[src/rtl/pkt_chk32_pkg.sv]
// Shared types and constants for the pkt_chk32 framing checker.
// Error codes, FSM encoding and packer FIFO bus field offsets.
package pkt_chk32_pkg;

  localparam logic [2:0] ERR_NONE        = 3'd0;
  localparam logic [2:0] ERR_MISSING_EOP = 3'd1;
  localparam logic [2:0] ERR_DATA_NO_SOP = 3'd2;
  localparam logic [2:0] ERR_MTY_NOT_EOP = 3'd3;
  localparam logic [2:0] ERR_TOO_LONG    = 3'd4;

  typedef enum logic {
    S_IDLE,
    S_IN_PKT
  } state_t;

  localparam int BUS_W      = 36;
  localparam int BUS_SOP    = 35;
  localparam int BUS_EOP    = 34;
  localparam int BUS_MTY_HI = 33;
  localparam int BUS_MTY_LO = 32;

endpackage

[src/rtl/stat_cnt.sv]
// Wrapping statistics counter.
// Synchronous clear takes priority over increment.
module stat_cnt #(
  parameter int W = 16
) (
  input  logic         clk,
  input  logic         rst_n,
  input  logic         clr,
  input  logic         inc,
  output logic [W-1:0] cnt
);

  always_ff @(posedge clk or negedge rst_n) begin
    if (!rst_n)
      cnt <= '0;
    else if (clr)
      cnt <= '0;
    else if (inc)
      cnt <= cnt + 1'b1;
  end

endmodule

[src/rtl/pkt_chk32.sv]
// Framing checker and byte-length extractor for the 32-bit packet bus.
// One beat per cycle, registered outputs, wrap-around statistics.
module pkt_chk32
  import pkt_chk32_pkg::*;
#(
  parameter int          LEN_W   = 16,
  parameter int          CNT_W   = 16,
  parameter int unsigned MAX_LEN = 1518
) (
  input  logic             clk,
  input  logic             rst_n,
  input  logic [31:0]      din,
  input  logic             din_sop,
  input  logic             din_eop,
  input  logic [1:0]       din_mty,
  input  logic             din_vld,
  input  logic             stat_clr,
  output logic [LEN_W-1:0] pkt_len,
  output logic             pkt_len_vld,
  output logic             err,
  output logic [2:0]       err_code,
  output logic [CNT_W-1:0] pkt_cnt,
  output logic [CNT_W-1:0] err_cnt
);

  logic [BUS_W-1:0] beat;
  logic             sop;
  logic             eop;
  logic [1:0]       mty;
  logic             unused_data;

  assign beat = {din_sop, din_eop, din_mty, din};
  assign sop  = beat[BUS_SOP];
  assign eop  = beat[BUS_EOP];
  assign mty  = beat[BUS_MTY_HI:BUS_MTY_LO];
  assign unused_data = ^beat[31:0];

  state_t           state;
  state_t           state_n;
  logic [LEN_W-1:0] acc;
  logic [LEN_W-1:0] acc_n;
  logic [LEN_W-1:0] base;
  logic [LEN_W-1:0] sat;
  logic [LEN_W:0]   sum;
  logic [2:0]       add;
  logic             done;
  logic             e1, e2, e3, e4;
  logic [LEN_W-1:0] len_n;
  logic             vld_n;
  logic             err_n;
  logic [2:0]       code_n;

  always_ff @(posedge clk or negedge rst_n) begin
    if (!rst_n) begin
      state <= S_IDLE;
      acc   <= '0;
    end else begin
      state <= state_n;
      acc   <= acc_n;
    end
  end

  always_comb begin
    state_n = state;
    acc_n   = acc;
    done    = 1'b0;
    e1      = 1'b0;
    e2      = 1'b0;
    e3      = 1'b0;
    e4      = 1'b0;
    add     = 3'd4;
    base    = '0;
    sum     = '0;
    sat     = '0;
    if (din_vld) begin
      e3   = !eop && (mty != 2'd0);
      add  = eop ? 3'd4 - {1'b0, mty} : 3'd4;
      // a sop beat always starts counting from zero
      base = (state == S_IN_PKT && !sop) ? acc : '0;
      sum  = {1'b0, base} + (LEN_W+1)'(add);
      sat  = sum[LEN_W] ? '1 : sum[LEN_W-1:0];
      if (state == S_IDLE && !sop) begin
        e2 = 1'b1;
      end else begin
        e1 = (state == S_IN_PKT) && sop;
        if (eop) begin
          done    = 1'b1;
          state_n = S_IDLE;
          acc_n   = '0;
        end else begin
          state_n = S_IN_PKT;
          acc_n   = sat;
        end
      end
      e4 = done && (32'(sat) > MAX_LEN);
    end
  end

  always_comb begin
    vld_n  = done && !e4;
    len_n  = vld_n ? sat : pkt_len;
    err_n  = e1 | e2 | e3 | e4;
    code_n = ERR_NONE;
    priority case (1'b1)
      e2:      code_n = ERR_DATA_NO_SOP;
      e1:      code_n = ERR_MISSING_EOP;
      e3:      code_n = ERR_MTY_NOT_EOP;
      e4:      code_n = ERR_TOO_LONG;
      default: code_n = ERR_NONE;
    endcase
  end

  always_ff @(posedge clk or negedge rst_n) begin
    if (!rst_n) begin
      pkt_len     <= '0;
      pkt_len_vld <= 1'b0;
      err         <= 1'b0;
      err_code    <= ERR_NONE;
    end else begin
      pkt_len     <= len_n;
      pkt_len_vld <= vld_n;
      err         <= err_n;
      err_code    <= code_n;
    end
  end

  stat_cnt #(.W(CNT_W)) u_pkt_cnt (
    .clk   (clk),
    .rst_n (rst_n),
    .clr   (stat_clr),
    .inc   (pkt_len_vld),
    .cnt   (pkt_cnt)
  );

  stat_cnt #(.W(CNT_W)) u_err_cnt (
    .clk   (clk),
    .rst_n (rst_n),
    .clr   (stat_clr),
    .inc   (err),
    .cnt   (err_cnt)
  );

endmodule

[config.mk]
export PLATFORM = sky130hd
export DESIGN_NAME = pkt_chk32
export DESIGN_NICKNAME = d
export VERILOG_FILES = /design/src/rtl/pkt_chk32_pkg.sv /design/src/rtl/stat_cnt.sv /design/src/rtl/pkt_chk32.sv
export SDC_FILE = /design/constraint.sdc
export NUM_CORES = 1
export LEC_CHECK = 0
export BUFFER_PORTS_ARGS = -buffer_cell sky130_fd_sc_hd__buf_2
export CAP_MARGIN = 20
export CORE_ASPECT_RATIO = 1.75
export CORE_UTILIZATION = 54
export DETAILED_ROUTE_END_ITERATION = 7
export GPL_ROUTABILITY_DRIVEN = 0
export HOLD_SLACK_MARGIN = 0.03
export PLACE_DENSITY = 0.87
export SLEW_MARGIN = 15
export SYNTH_ARGS = -nofsm -noshare
export SYNTH_HDL_FRONTEND = slang
export SYNTH_SLANG_ARGS = --single-unit
[constraint.sdc]
create_clock -name clk -period 5.25 [get_ports clk]
set_input_delay 0.525 -clock clk [delete_from_list [all_inputs] [get_ports clk]]
set_output_delay 0.525 -clock clk [all_outputs]
set_load 0.05 [all_outputs]
==> results.py <==
metrics = {
    "finish": {
        "nNetsFinal": 500,
        "drive_above_1_share_pct": 20.44,
        "regArea_um2": 1752,
        "area_growth_pct": 16.15,
        "multi_input_area_um2": 1949,
        "nFillCells": 545,
        "antenna_cells": 0,
        "utilization_pct": 64.84,
    },
    "worst_hold_path": {
        "hold_path.class": "input pin to async pin",
    },
    "synth": {
        "syn_inst": 397,
        "syn_nets": 444,
        "synth_common_cells": "70 x dfrtp_1, 48 x nor2_1, 32 x nand2_1, 27 x o21ai_0, 22 x xor2_1",
        "postSynth.asyncResetShare_pct": 100.0,
        "yosysTopAreaCellShare_pct": 45.77,
        "synth_cell_types": 53,
        "synth.avg_cell_area_um2": 9.641,
        "synth_flop_cell": "dfrtp_1",
        "yosys_warnings": 0,
        "ys_ff_latch": 70,
        "synth_area_um2": 3827,
        "yosysSeqAreaShare_pct": 45.77,
        "synth_area_leaders": "dfrtp_1 46%, xor2_1 5.0%, nor2_1 4.7%",
        "synth_edf_count": 0,
        "synth.most_common_cell": "dfrtp_1",
        "synth_top_area_cell": "dfrtp_1",
    },
    "floorplan": {
        "core_um2": 6857,
        "io_pins": 93,
        "die_area_um2": 7442,
        "die_h_um": 113.4,
        "num_rows": 40,
        "die_x_um": 65.64,
        "start_util_pct": 55.82,
    },
    "cts": {
        "cts.path.max_buffers": 2,
        "htreeDepth": 3,
        "cts_resized": 0,
        "hold_buffers": 0,
        "cts_buffers": 9,
        "clkSlewWorstSetupHoldPaths_ns": 0.05,
        "post_cts_buffers": 0,
        "clock-root-buffer": "clkbuf_16",
        "clock_latency_ns": 0.33,
        "clock-sinks": 70,
        "cts_tree": "done",
    },
    "timing": {
        "slew_viol_final": 0,
        "report.final.hold_viol_count": 0,
        "finalWorstPathRequiredPeriod_ns": 4.526,
        "hold_ws_ns": 0.3677,
        "relSlewSlack_pct": 32.41,
        "max_freq_mhz": 221.0,
        "period_share_pct": 86.21,
        "setup_viol": 0,
        "final.setup.tns_ns": 0,
        "tightest_slew_ns": 1.010,
        "rsz0062_at_grt": "no",
        "clock_skew_ns": 0.003827,
    },
    "detailed_routing": {
        "routedWlPerCell_um": 16.07,
        "num_vias": 3178,
        "drt-total-wl_um": 8664,
        "vias_per_cell": 5.896,
        "drt_pass1_iterations": 4,
        "drc_errors": 0,
        "drt_iter0_markers": 253,
        "ant_nets": 0,
    },
    "critical_path": {
        "startpoint": "state",
        "endpoint_kind": "flop",
        "cp_cell_sequence": "nor2b_1 > and2_1 > ha_1 > fa_1 > a21oi_2 > nor2_2 > and4_1 > or4_1 > or4_4 > a211oi_4 > buf_4 > mux2_2",
        "critPathLaunchType": "flop",
        "required_ns": 5.46,
        "crit_family": "simple AND/OR/NAND/NOR gates",
        "path_max_fanout": 13,
        "crit_type": "flop to flop",
        "cpMaxStageDelayCell": "or4_4",
        "cp.buffers_inverters": 1,
        "crit_path_max_incr_delay_ns": 0.56,
        "reg2reg_from": "state",
        "crit_arrival_ns": 4.74,
    },
    "grt": {
        "antenna_found_initial": 0,
        "grt_usage_pct": 25.45,
        "grt_max_degree": 71,
        "grt_pass1_wl_um": 14490,
        "grt_pass1_vias": 3176,
        "overflow": 0,
    },
    "power": {
        "ir_drop_mv": 0.1753,
        "p_seq_share_pct": 45.3,
        "combPwrFrac_pct": 11.5,
        "p_int_uw": 933.6,
        "power_switching_uw": 326.8,
        "power_uw": 1260,
        "p_per_area_nw_per_um2": 283.5,
        "leakage_uw": 0.002197,
        "p_sw_share_pct": 25.93,
        "pwr-share-clk_pct": 43.2,
    },
    "outcome": {
        "status": "completed",
    },
    "flow_run": {
        "max_cap_viol_count": 0,
    },
    "placed_design": {
        "hpwl_um": 6140,
        "io_buffers": 60,
    },
}
## final timing paths
check / end / slack (ns) / cells past startpoint
min in group clk: state / 0.45 / 2
worst min-delay path: u_err_cnt.cnt[5] / 0.37 / 2
worst max register to register: pkt_len[5] / 0.72 / 12
worst min register to register: pkt_len[2] / 0.49 / 1
worst max-delay path: pkt_len[5] / 0.72 / 12
max in group asynchronous: acc[15] / 4.28 / 2
## routing by layer
layer  share of wire (%)  GRT usage [%]  vias up
li1                    -              -     1500
met1                  38          27.02     1556
met2                  53          43.40       91
met3                 4.0          6.000       31
met4                 4.7          16.96        0
met5                   0              0        -
## power by group through the flow
stage | combinational (uW) | sequential [uW] | clock (uW)
2_1_floorplan | 61.1 | 620 | 0
3_3_place_gp | 142 | 579 | 0
3_5_place_dp | 146 | 580 | 0
4_1_cts | 146 | 571 | 555
5_1_grt | 157 | 573 | 579
6_report | 145 | 571 | 545
## stage by stage
step / setup WS (ns) / cell area (um2) / std cells
final: 0.7242 / 4446 / 539
after global routing: 0.5460 / 4446 / 539
after CTS: 0.7496 / 4446 / 539
after detailed placement: 0.6215 / 4182 / 526
after global placement: 0.6987 / 4182 / 526
after floorplan: 0.7163 / 3827 / 397
## state kept, by name (all words and copies together) (netlist names)
| signal | count |
|---|---|
| acc | 16 |
| pkt_len | 16 |
| u_err_cnt.cnt | 16 |
| u_pkt_cnt.cnt | 16 |
| err_code | 3 |
| err | 1 |
| pkt_len_vld | 1 |
| state | 1 |
## logic make-up (layout without fill, tap and decap cells)
group / count (synthesis) / after routing / share of synthesized area, %
buffers and inverters: 28 / 86 / 3.301
xor gates and xnor gates: 37 / 37 / 8.467
and+or+nand+nor: 167 / 167 / 22.78
adders and majority gates: 7 / 7 / 2.484
AOI/OAI and AO/OA: 74 / 74 / 13.21
DFF: 70 / 70 / 45.77
muxes: 14 / 14 / 3.988
## final cells by class
class	instances	area share (%)
Clock buffer	12	5.770
Timing Repair Buffer	67	7.937
Tap cell	84	2.364
Clock inverter	1	0.1689
Multi-Input combinational cell	299	43.85
Inverter	6	0.5066
Sequential cell	70	39.40
## cell usage in the layout (no fill, tap or decap), types with 8 or more instances in the layout
| cell type | n |
|---|---|
| nand2_1 | 32 |
| xnor2_1 | 15 |
| clkbuf_16 | 9 |
| nand4_1 | 9 |
| buf_2 | 60 |
| a22o_1 | 8 |
| dfrtp_1 | 70 |
| and3_1 | 8 |
| nand3_1 | 12 |
| nor2_1 | 48 |
| nor2b_1 | 12 |
| a21oi_1 | 13 |
| nand2b_1 | 9 |
| o21ai_0 | 27 |
| xor2_1 | 22 |
No activity file was read; power rests on OpenSTA's default activity.
